[src/rtl/ip_tx_pkg.sv]
// Shared IP transmit definitions: framer state encoding, IPv4 header constants
// and the header byte selector used by the framer.
package ip_tx_pkg;

    typedef enum logic [2:0] {
        S_IDLE,
        S_CHKSUM,
        S_WAIT_ACK,
        S_HEADER,
        S_PAYLOAD,
        S_DONE
    } ip_tx_state_t;

    localparam logic [7:0]  IP_VER_IHL    = 8'h45;
    localparam logic [15:0] IP_FLAGS      = 16'h4000;
    localparam logic [15:0] IP_HDR_LEN    = 16'd20;
    localparam logic [7:0]  IP_PROTO_UDP  = 8'h11;
    localparam logic [7:0]  IP_PROTO_ICMP = 8'h01;

    // Byte idx (0..19) of the IPv4 header, most significant byte of each field first.
    function automatic logic [7:0] ip_hdr_byte(
        input logic [4:0]  idx,
        input logic [15:0] len,
        input logic [15:0] id,
        input logic [7:0]  ttl,
        input logic [7:0]  proto,
        input logic [15:0] csum,
        input logic [31:0] src,
        input logic [31:0] dst
    );
        logic [7:0] b;
        case (idx)
            5'd0:    b = IP_VER_IHL;
            5'd1:    b = 8'h00;
            5'd2:    b = len[15:8];
            5'd3:    b = len[7:0];
            5'd4:    b = id[15:8];
            5'd5:    b = id[7:0];
            5'd6:    b = IP_FLAGS[15:8];
            5'd7:    b = IP_FLAGS[7:0];
            5'd8:    b = ttl;
            5'd9:    b = proto;
            5'd10:   b = csum[15:8];
            5'd11:   b = csum[7:0];
            5'd12:   b = src[31:24];
            5'd13:   b = src[23:16];
            5'd14:   b = src[15:8];
            5'd15:   b = src[7:0];
            5'd16:   b = dst[31:24];
            5'd17:   b = dst[23:16];
            5'd18:   b = dst[15:8];
            5'd19:   b = dst[7:0];
            default: b = 8'h00;
        endcase
        return b;
    endfunction

endpackage

[src/rtl/ip_checksum_calc.sv]
// IPv4 header checksum: sum of the nine header words, two carry folds, invert.
// Inputs must be held stable from start until done.
module ip_checksum_calc
    import ip_tx_pkg::*;
(
    input  logic        clk,
    input  logic        rst,
    input  logic        start,
    input  logic [15:0] len,
    input  logic [15:0] id,
    input  logic [15:0] ttl_proto,
    input  logic [31:0] src,
    input  logic [31:0] dst,
    output logic [15:0] csum,
    output logic        done
);

    logic [31:0] acc;
    logic [1:0]  phase;
    logic [31:0] sum9;
    logic [31:0] fold;

    assign sum9 = 32'({IP_VER_IHL, 8'h00}) + 32'(len) + 32'(id) + 32'(IP_FLAGS)
                + 32'(ttl_proto) + 32'(src[31:16]) + 32'(src[15:0])
                + 32'(dst[31:16]) + 32'(dst[15:0]);
    assign fold = 32'(acc[31:16]) + 32'(acc[15:0]);

    // Accumulate, fold, then fold-and-invert; done pulses with the result.
    always_ff @(posedge clk or posedge rst) begin
        if (rst) begin
            acc   <= '0;
            phase <= 2'd0;
            csum  <= '0;
            done  <= 1'b0;
        end else begin
            done <= 1'b0;
            case (phase)
                2'd0: begin
                    if (start) begin
                        acc   <= sum9;
                        phase <= 2'd1;
                    end
                end
                2'd1: begin
                    acc   <= fold;
                    phase <= 2'd2;
                end
                2'd2: begin
                    csum  <= ~fold[15:0];
                    done  <= 1'b1;
                    phase <= 2'd0;
                end
                default: phase <= 2'd0;
            endcase
        end
    end

endmodule

[src/rtl/ip_tx_framer.sv]
// IPv4 transmit framer: latches a request, builds the 20-byte header and
// streams header plus payload to the MAC one byte per clock.
//
//  state      | meaning
//  -----------+-----------------------------------------------------------
//  S_IDLE     | waiting for ip_tx_ready; length checked on accept
//  S_CHKSUM   | header checksum being computed
//  S_WAIT_ACK | mac_tx_ready high, waiting for mac_tx_ack or timeout
//  S_HEADER   | loading header bytes 1..19 into the output register
//  S_PAYLOAD  | loading payload bytes 20..len-1 from ip_tx_data
//  S_DONE     | packet finished or aborted; waiting for ip_tx_ready low
//
// cnt is the index of the byte loaded at the next edge, so the output register
// shows byte cnt-1. Payload requests lead the load of their byte by PAYLOAD_LAT.
module ip_tx_framer
    import ip_tx_pkg::*;
#(
    parameter logic [7:0]  TTL         = 8'h80,
    parameter int          PAYLOAD_LAT = 2,
    parameter logic [15:0] MAX_LEN     = 16'd1500,
    parameter logic [15:0] ACK_TIMEOUT = 16'hFFFF
) (
    input  logic        clk,
    input  logic        rst,
    input  logic        ip_tx_ready,
    input  logic [7:0]  ip_send_type,
    input  logic [15:0] ip_send_data_length,
    input  logic [7:0]  ip_tx_data,
    input  logic [31:0] src_ip_addr,
    input  logic [31:0] dst_ip_addr,
    output logic        ip_tx_data_req,
    output logic        mac_tx_ready,
    input  logic        mac_tx_ack,
    output logic [15:0] mac_send_data_length,
    output logic        mac_tx_valid,
    output logic [7:0]  mac_tx_data,
    output logic        mac_tx_last,
    output logic        ip_tx_err
);

    localparam logic [15:0] LAT16 = 16'(PAYLOAD_LAT);

    ip_tx_state_t state, state_nxt;

    logic [7:0]  proto_q;
    logic [15:0] len_q;
    logic [31:0] src_q;
    logic [31:0] dst_q;
    logic [15:0] id_q;
    logic [15:0] cnt;
    logic [15:0] timer;
    logic        cs_start;
    logic        cs_done;
    logic [15:0] cs_val;

    logic        accept;
    logic        bad_len;
    logic        load;
    logic        abort;
    logic        last_byte;

    ip_checksum_calc u_csum (
        .clk       (clk),
        .rst       (rst),
        .start     (cs_start),
        .len       (len_q),
        .id        (id_q),
        .ttl_proto ({TTL, proto_q}),
        .src       (src_q),
        .dst       (dst_q),
        .csum      (cs_val),
        .done      (cs_done)
    );

    // State register.
    always_ff @(posedge clk or posedge rst) begin
        if (rst) state <= S_IDLE;
        else     state <= state_nxt;
    end

    // Next state, byte-load strobes and the state-decoded outputs.
    always_comb begin
        state_nxt      = state;
        accept         = 1'b0;
        bad_len        = 1'b0;
        load           = 1'b0;
        abort          = 1'b0;
        last_byte      = (cnt == len_q - 16'd1);
        mac_tx_ready   = (state == S_WAIT_ACK);
        ip_tx_data_req = ((state == S_HEADER) || (state == S_PAYLOAD))
                       && (cnt + LAT16 >= IP_HDR_LEN) && (cnt + LAT16 < len_q);
        unique case (state)
            S_IDLE: begin
                if (ip_tx_ready) begin
                    accept = 1'b1;
                    if ((ip_send_data_length < IP_HDR_LEN) || (ip_send_data_length > MAX_LEN)) begin
                        bad_len   = 1'b1;
                        state_nxt = S_DONE;
                    end else begin
                        state_nxt = S_CHKSUM;
                    end
                end
            end
            S_CHKSUM: begin
                if (cs_done) state_nxt = S_WAIT_ACK;
            end
            S_WAIT_ACK: begin
                if (mac_tx_ack) begin
                    load      = 1'b1;
                    state_nxt = S_HEADER;
                end else if (timer == 16'd1) begin
                    abort     = 1'b1;
                    state_nxt = S_DONE;
                end
            end
            S_HEADER, S_PAYLOAD: begin
                load = 1'b1;
                if (last_byte)                          state_nxt = S_DONE;
                else if (cnt == IP_HDR_LEN - 16'd1)     state_nxt = S_PAYLOAD;
            end
            S_DONE: begin
                if (!ip_tx_ready) state_nxt = S_IDLE;
            end
            default: state_nxt = S_IDLE;
        endcase
    end

    // Request latch, ack timer, byte counter, identification and output register.
    always_ff @(posedge clk or posedge rst) begin
        if (rst) begin
            proto_q      <= '0;
            len_q        <= '0;
            src_q        <= '0;
            dst_q        <= '0;
            id_q         <= '0;
            cnt          <= '0;
            timer        <= '0;
            cs_start     <= 1'b0;
            mac_tx_valid <= 1'b0;
            mac_tx_data  <= '0;
            mac_tx_last  <= 1'b0;
            ip_tx_err    <= 1'b0;
        end else begin
            cs_start  <= 1'b0;
            ip_tx_err <= bad_len | abort;
            if (accept) begin
                proto_q  <= ip_send_type;
                len_q    <= ip_send_data_length;
                src_q    <= src_ip_addr;
                dst_q    <= dst_ip_addr;
                cnt      <= '0;
                cs_start <= ~bad_len;
            end
            if (cs_done)                  timer <= ACK_TIMEOUT;
            else if (state == S_WAIT_ACK) timer <= timer - 16'd1;
            mac_tx_valid <= load;
            mac_tx_last  <= load & last_byte;
            if (load) begin
                cnt         <= cnt + 16'd1;
                mac_tx_data <= (cnt < IP_HDR_LEN)
                             ? ip_hdr_byte(cnt[4:0], len_q, id_q, TTL, proto_q, cs_val, src_q, dst_q)
                             : ip_tx_data;
                if (last_byte) id_q <= id_q + 16'd1;
            end else begin
                mac_tx_data <= '0;
            end
        end
    end

    assign mac_send_data_length = len_q;

endmodule

[config.mk]
export PLATFORM = sky130hd
export DESIGN_NAME = ip_tx_framer
export DESIGN_NICKNAME = d
export VERILOG_FILES = /design/src/rtl/ip_tx_pkg.sv /design/src/rtl/ip_checksum_calc.sv /design/src/rtl/ip_tx_framer.sv
export SDC_FILE = /design/constraint.sdc
export NUM_CORES = 1
export LEC_CHECK = 0
export BUFFER_PORTS_ARGS = -buffer_cell sky130_fd_sc_hd__buf_2
export CELL_PAD_IN_SITES_DETAIL_PLACEMENT = 1
export CELL_PAD_IN_SITES_GLOBAL_PLACEMENT = 1
export CORE_MARGIN = 2
export CORE_UTILIZATION = 40
export CTS_CLUSTER_SIZE = 28
export DETAILED_ROUTE_END_ITERATION = 10
export PLACE_DENSITY_LB_ADDON = 0.1
export SYNTH_ARGS = -nofsm -noshare
export SYNTH_HDL_FRONTEND = slang
export SYNTH_SLANG_ARGS = --single-unit
[constraint.sdc]
create_clock -name clk -period 8.95 [get_ports clk]
set_input_delay 1.79 -clock clk [delete_from_list [all_inputs] [get_ports clk]]
set_output_delay 1.79 -clock clk [all_outputs]
set_load 0.005 [all_outputs]
### Word-level counts from Yosys, hierarchy flattened

Cells that the tools add are included.

| storage, ports and cells | value |
|---|---|
| flip-flop bits (word level) | 202 |
| input bits | 100 |
| word-level logic and storage cells | 119 |

| operators by class | value |
|---|---|
| add/sub/neg operators | 14 |
| magnitude comparators | 5 |
| equal/unequal tests | 33 |
| mux-type cells | 32 |
| bitwise logic cells | 4 |
| reduce and logical (&&, ||, !) cells | 14 |

Operator list:

| operator | number |
|---|---|
| $add A32 B16 Y32 | 6 |
| $pmux W8 S18 | 1 |
| $mux W16 | 4 |
| $pmux W32 S2 | 1 |
| $eq A5 B4 Y1 const B | 8 |
| $add A16 B1 Y16 const B | 2 |
| $add A32 B15 Y32 const B | 1 |
| $lt A16 B5 Y1 const B | 2 |
| $mux W32 | 1 |
| $sub A16 B1 Y16 const B | 2 |
| $mux W3 | 8 |
| $eq A5 B5 Y1 const B | 4 |
| $add A15 B16 Y17 const A | 1 |
| $add A16 B16 Y17 | 1 |
| $add A16 B2 Y16 const B | 1 |
| $eq A16 B1 Y1 const B | 1 |
| $eq A16 B16 Y1 | 1 |
| $eq A16 B5 Y1 const B | 1 |
| $ge A16 B5 Y1 const B | 1 |
| $gt A16 B11 Y1 const B | 1 |
| $lt A16 B16 Y1 | 1 |
| $mux W8 | 2 |
| $not A16 Y16 | 1 |
| $eq A5 B3 Y1 const B | 3 |
| 27 further kinds | 47 |

### Longest topological paths before layout

| depth | value |
|---|---|
| depth in word-level cells | 10 |
| mapped depth | 19 |
| mapped depth without buffers | 18 |

### Modules after synthesis

Synthesis repeated with hierarchy kept, for this count alone.

| unflattened totals | value |
|---|---|
| cell total of the unflattened synthesis | 1584 |
| area total of the unflattened synthesis | 13770.7 um^2 |

Modules (own cells, without submodules):

| module | instances | cells each | area an instance (um^2) | sequential area each (um^2) |
|---|---|---|---|---|
| ip_tx_framer | 1 | 973 | 8348.0 | 3778.6 |
| ip_checksum_calc | 1 | 611 | 5422.7 | 975.9 |

### Worst setup path after synthesis

OpenSTA, ideal clock, no wires.

| timing path | value |
|---|---|
| kind | reg-to-reg |
| start point | register len_q[2], in the netlist mac_send_data_length[2] |
| end point | register u_csum.acc[17] |
| setup time | 137 ps |
| arrival time | 4654 ps |
| data required time | 8813 ps |
| slack | 4159 ps |
| cell stages (with the launch flop) | 16 |
| cell sequence | dfrtp_1 > inv_1 > fa_1 > fa_1 > fa_1 > fa_1 > inv_1 > fa_1 > a211oi_1 > o21ai_0 > nand3_1 > a31oi_1 > nor3b_1 > a2111oi_0 > xor2_1 > o21ai_0 |

| between the ends | value |
|---|---|
| cells in the longest elaborated chain, start to end | 10 |

Ends and longest elaborated chain:

| element | RTL line | RTL |
|---|---|---|
| start, declared | ip_tx_framer.sv:46 | `logic [15:0] len_q;` |
| start signal, assigned | ip_tx_framer.sv:148 | `len_q <= ip_send_data_length;` |
| $add A15 B16 Y17 | ip_checksum_calc.sv:23 | `assign sum9 = 32'({IP_VER_IHL, 8'h00}) + 32'(len) + 32'(id) + 32'(IP_FLAGS)` |
| $add A32 B16 Y32 | ip_checksum_calc.sv:23 |  |
| $add A32 B15 Y32 | ip_checksum_calc.sv:23 |  |
| $add A32 B16 Y32 (3 in series) | ip_checksum_calc.sv:24 | `+ 32'(ttl_proto) + 32'(src[31:16]) + 32'(src[15:0])` |
| $add A32 B16 Y32 (2 in series) | ip_checksum_calc.sv:25 | `+ 32'(dst[31:16]) + 32'(dst[15:0]);` |
| $mux W32 | ip_checksum_calc.sv:39 | `if (start) begin` |
| $pmux W32 S2 | ip_checksum_calc.sv:37 | `case (phase)` |
| end signal, assigned | ip_checksum_calc.sv:40 | `acc <= sum9;` |
| end signal, assigned | ip_checksum_calc.sv:45 | `acc <= fold;` |
| end, declared | ip_checksum_calc.sv:18 | `logic [31:0] acc;` |

No other way between the ends. The select of a mux whose other input is x is not followed.
A chain may end at the register's enable or synchronous reset.

### Final worst setup path

| timing path | value |
|---|---|
| start point | register cnt[2] |
| end point | output port ip_tx_data_req |

| between the ends | value |
|---|---|
| cells in the longest elaborated chain, start to end | 4 |
| elaborated cells on any way between the ends | 5 |
| those cells by class | add/sub (1); order compare (2); reduce/logical (2) |

Ends and longest elaborated chain:

| element | RTL line | RTL |
|---|---|---|
| start, declared | ip_tx_framer.sv:50 | `logic [15:0] cnt;` |
| start signal, assigned | ip_tx_framer.sv:159 | `cnt <= cnt + 16'd1;` |
| $add A16 B2 Y16 (*) | ip_tx_framer.sv:91 | `&& (cnt + LAT16 >= IP_HDR_LEN) && (cnt + LAT16 < len_q);` |
| $ge A16 B5 Y1 | ip_tx_framer.sv:91 |  |
| $logic_and A1 B1 Y1 | ip_tx_framer.sv:91 |  |
| $logic_and A1 B1 Y1 (*) | ip_tx_framer.sv:91 |  |
| end, declared | ip_tx_framer.sv:31 | `output logic ip_tx_data_req,` |

Every way passes the cells marked *; elsewhere a longest branch is shown, timed or not.

==> results.toml <==
[route]
via_per_inst = 5.58
avgRoutedWirePerCell_um = 22.8
vias = 11100
drc = 0
wl_um = 45300
dr.first_iter.drc_count = 859
drtAntennaViolNets = 0
firstDrtPassIters = 7

[min_path]
hold_class = "reg -> reg"
hold_depth = 2
hp-start = "u_csum.csum[7]"
worstHoldEndpoint = "u_csum.csum[7]"

[setup_path]
r2r-start = "mac_send_data_length[2]"
rrSetupSlack_ns = 3.48
cp_max_fo = 19
r2r_cells = 15
cp_data_arrival_time_ns = 3.82
start_kind = "register"
required_ns = 7.16
critPathCaptureType = "primary output"
worstSetupPathType = "reg -> out"
timing.rr.end = "u_csum.acc[17]"

[logic_synthesis]
netlist.area_leader.share_pct = 36.6
async_flop_share_pct = 100
netlist_area_um2 = 13000
synth_commonest_cells = "nand2_1, dfrtp_1, inv_1"
synth_cell_types = 68
synth.area.top_cells = "dfrtp_1, fa_1, nand2_1, ha_1, xnor2_1"
synth_edf_count = 0
synth_area_per_cell_um2 = 9.03
ys_seq_elements = 190
ys_seq_area_share_pct = 36.6
netlist_instances = 1440
ys.warnings.count = 0
yosysMostFrequentCell = "nand2_1"
syn-num-nets = 1674
yosysTopAreaCell = "dfrtp_1"
ys.flop_type = "dfrtp_1"

[timing]
slew-limit-headroom_pct = 21.1
fin_skew_ns = 0.0117
period_minus_slack_ns = 5.61
maxSlewViolCount = 0
fmax_mhz = 178
fin_setup_tns_ns = 0
hold_ws_ns = 0.493
worst_slew_pin_slew_ns = 1.18
hold_violations = 0
rsz0062_at_grt = "false"
period_share_pct = 62.6
finalSetupViolCount = 0

[job]
max_cap_viol_count = 0

[die]
rows = 66
die_area_um2 = 34000
start_util_pct = 40.3
die_h_um = 184
fp.dieW_um = 184
fp.coreArea_um2 = 32300
io-pin-count = 129

[final_layout]
multi_input_area_um2 = 7510
seqCellArea_um2 = 4750
stdcell_count = 1986
layout.nets = 1765
layout-drive-gt1-share_pct = 12.9
synthToLayoutAreaGrowth_pct = 12.5
n_fill_cell = 3811
stdcell_area_um2 = 14600
diodes = 0

[global_routing]
first_global_vias = 11500
grt_max_degree = 126
track_usage_pct = 27.8
antenna_found_initial = 0
grt_first_pass_wirelength_um = 69900
overflow = 0

[clock_tree]
cts_root_buffer = "clkbuf_16"
clock_latency_ns = 0.47
cts_buffers = 17
cts_tree = "built"
path_clk_slew_ns = 0.08
cts_resized = 0
cts_sinks = 190
htreeDepth = 4
cts_setup_buffers = 0
clock_path_buffers = 2
cts_hold_buf = 0

[outcome]
status = "completed"

[placement]
hpwlAfterDp_um = 35200
post-place-cells = 1954
gp_congestion = 0.924
dpl_cell_area_um2 = 14000
portBuffers = 128
[placed cells by master, fill, tap and decap left out, types with 6 or more instances in the layout]
master / n
and3_1: 14
nand4_1: 20
nor3_1: 31
a21oi_1: 44
fa_1: 71
buf_2: 128
o211ai_1: 6
o21bai_1: 8
nand2b_1: 21
a221oi_1: 8
a211oi_1: 10
a31oi_1: 13
dfrtp_1: 190
nor4_1: 21
nor2b_1: 6
nand2_1: 263
buf_4: 12
nand3_1: 35
or4_1: 6
ha_1: 63
a21o_1: 13
inv_1: 125
xor2_1: 41
o21ai_0: 97
o31ai_1: 7
a22o_1: 9
a222oi_1: 7
clkbuf_16: 17
nor2_1: 76
or2_2: 6
a22oi_1: 32
xnor2_1: 60
[cell type report]
class | count | area share (%)
multi-input combinational | 1056 | 51.3
sequential | 190 | 32.5
timing repair buffer | 140 | 4.99
tap | 442 | 3.78
inverter | 126 | 3.28
clock buffer | 17 | 2.91
clock inverter | 15 | 1.20
[per-stage QoR]
step | worst slack (ns) | util [%]
floorplan | 1.99 | -
global placement | 3.76 | 43.5
detailed placement | 3.60 | 43.5
CTS | 3.36 | 45.3
global route | 3.04 | 45.3
finish | 3.34 | 45.3
[state kept, by name (all words and copies together), names as in the netlist, 2 cells and up]
signal / flops
state: 3
mac_tx_data: 8
proto_q: 8
id_q: 16
timer: 16
mac_send_data_length: 16
u_csum.csum: 16
src_q: 32
cnt: 16
u_csum.acc: 20
u_csum.phase: 2
dst_q: 32
[worst max-delay path, cell delays in order (launching register included)]
cell and delay [ns]:
dfrtp_1 0.71, ha_1 0.31, and3_1 0.28, nand4_1 0.27
nor2_1 0.27, xor2_1 0.23, ha_1 0.28, a21o_1 0.16
a21o_1 0.17, a211oi_1 0.29, o31ai_1 0.12, a21oi_1 0.13
buf_2 0.13
[kinds of logic (layout without fill, tap and decap cells)]
kind of cell	Yosys count	in the layout	share of synthesized area, %
flip-flops	190	190	36.6
XOR/XNOR	101	101	6.80
AND/OR/NAND/NOR	530	530	19.1
multiplexers	6	6	0.481
AO/OA/AOI/OAI	285	285	14.4
adder cells (fa/ha/maj)	134	134	17.0
buffers and inverters	194	298	5.70
[worst max path at each step]
stage | slack, ns | to | from | cells past startpoint
floorplan | 1.99 | cnt[0] | rst | 1
global placement | 3.76 | u_csum.acc[17] | mac_send_data_length[2] | 15
detailed placement | 3.60 | u_csum.acc[17] | mac_send_data_length[2] | 15
CTS | 3.36 | ip_tx_data_req | cnt[2] | 12
global route | 3.04 | ip_tx_data_req | cnt[2] | 12
finish | 3.34 | ip_tx_data_req | cnt[2] | 12
[layer usage]
| layer | share of wire, % | wire length, µm | track usage [%] | vias to the layer above |
|---|---|---|---|---|
| met4 | 2.9 | 1320 | 9.15 | 0 |
| met1 | 44 | 20000 | 37.8 | 5610 |
| met2 | 47 | 21400 | 44.9 | 318 |
| met5 | 0 | 0 | 0 | - |
| met3 | 5.7 | 2610 | 4.98 | 66 |
| li1 | - | - | - | 5079 |
Power is not shown: default switching activity piles up to over one toggle a cycle in this logic, so the estimate is an artifact.
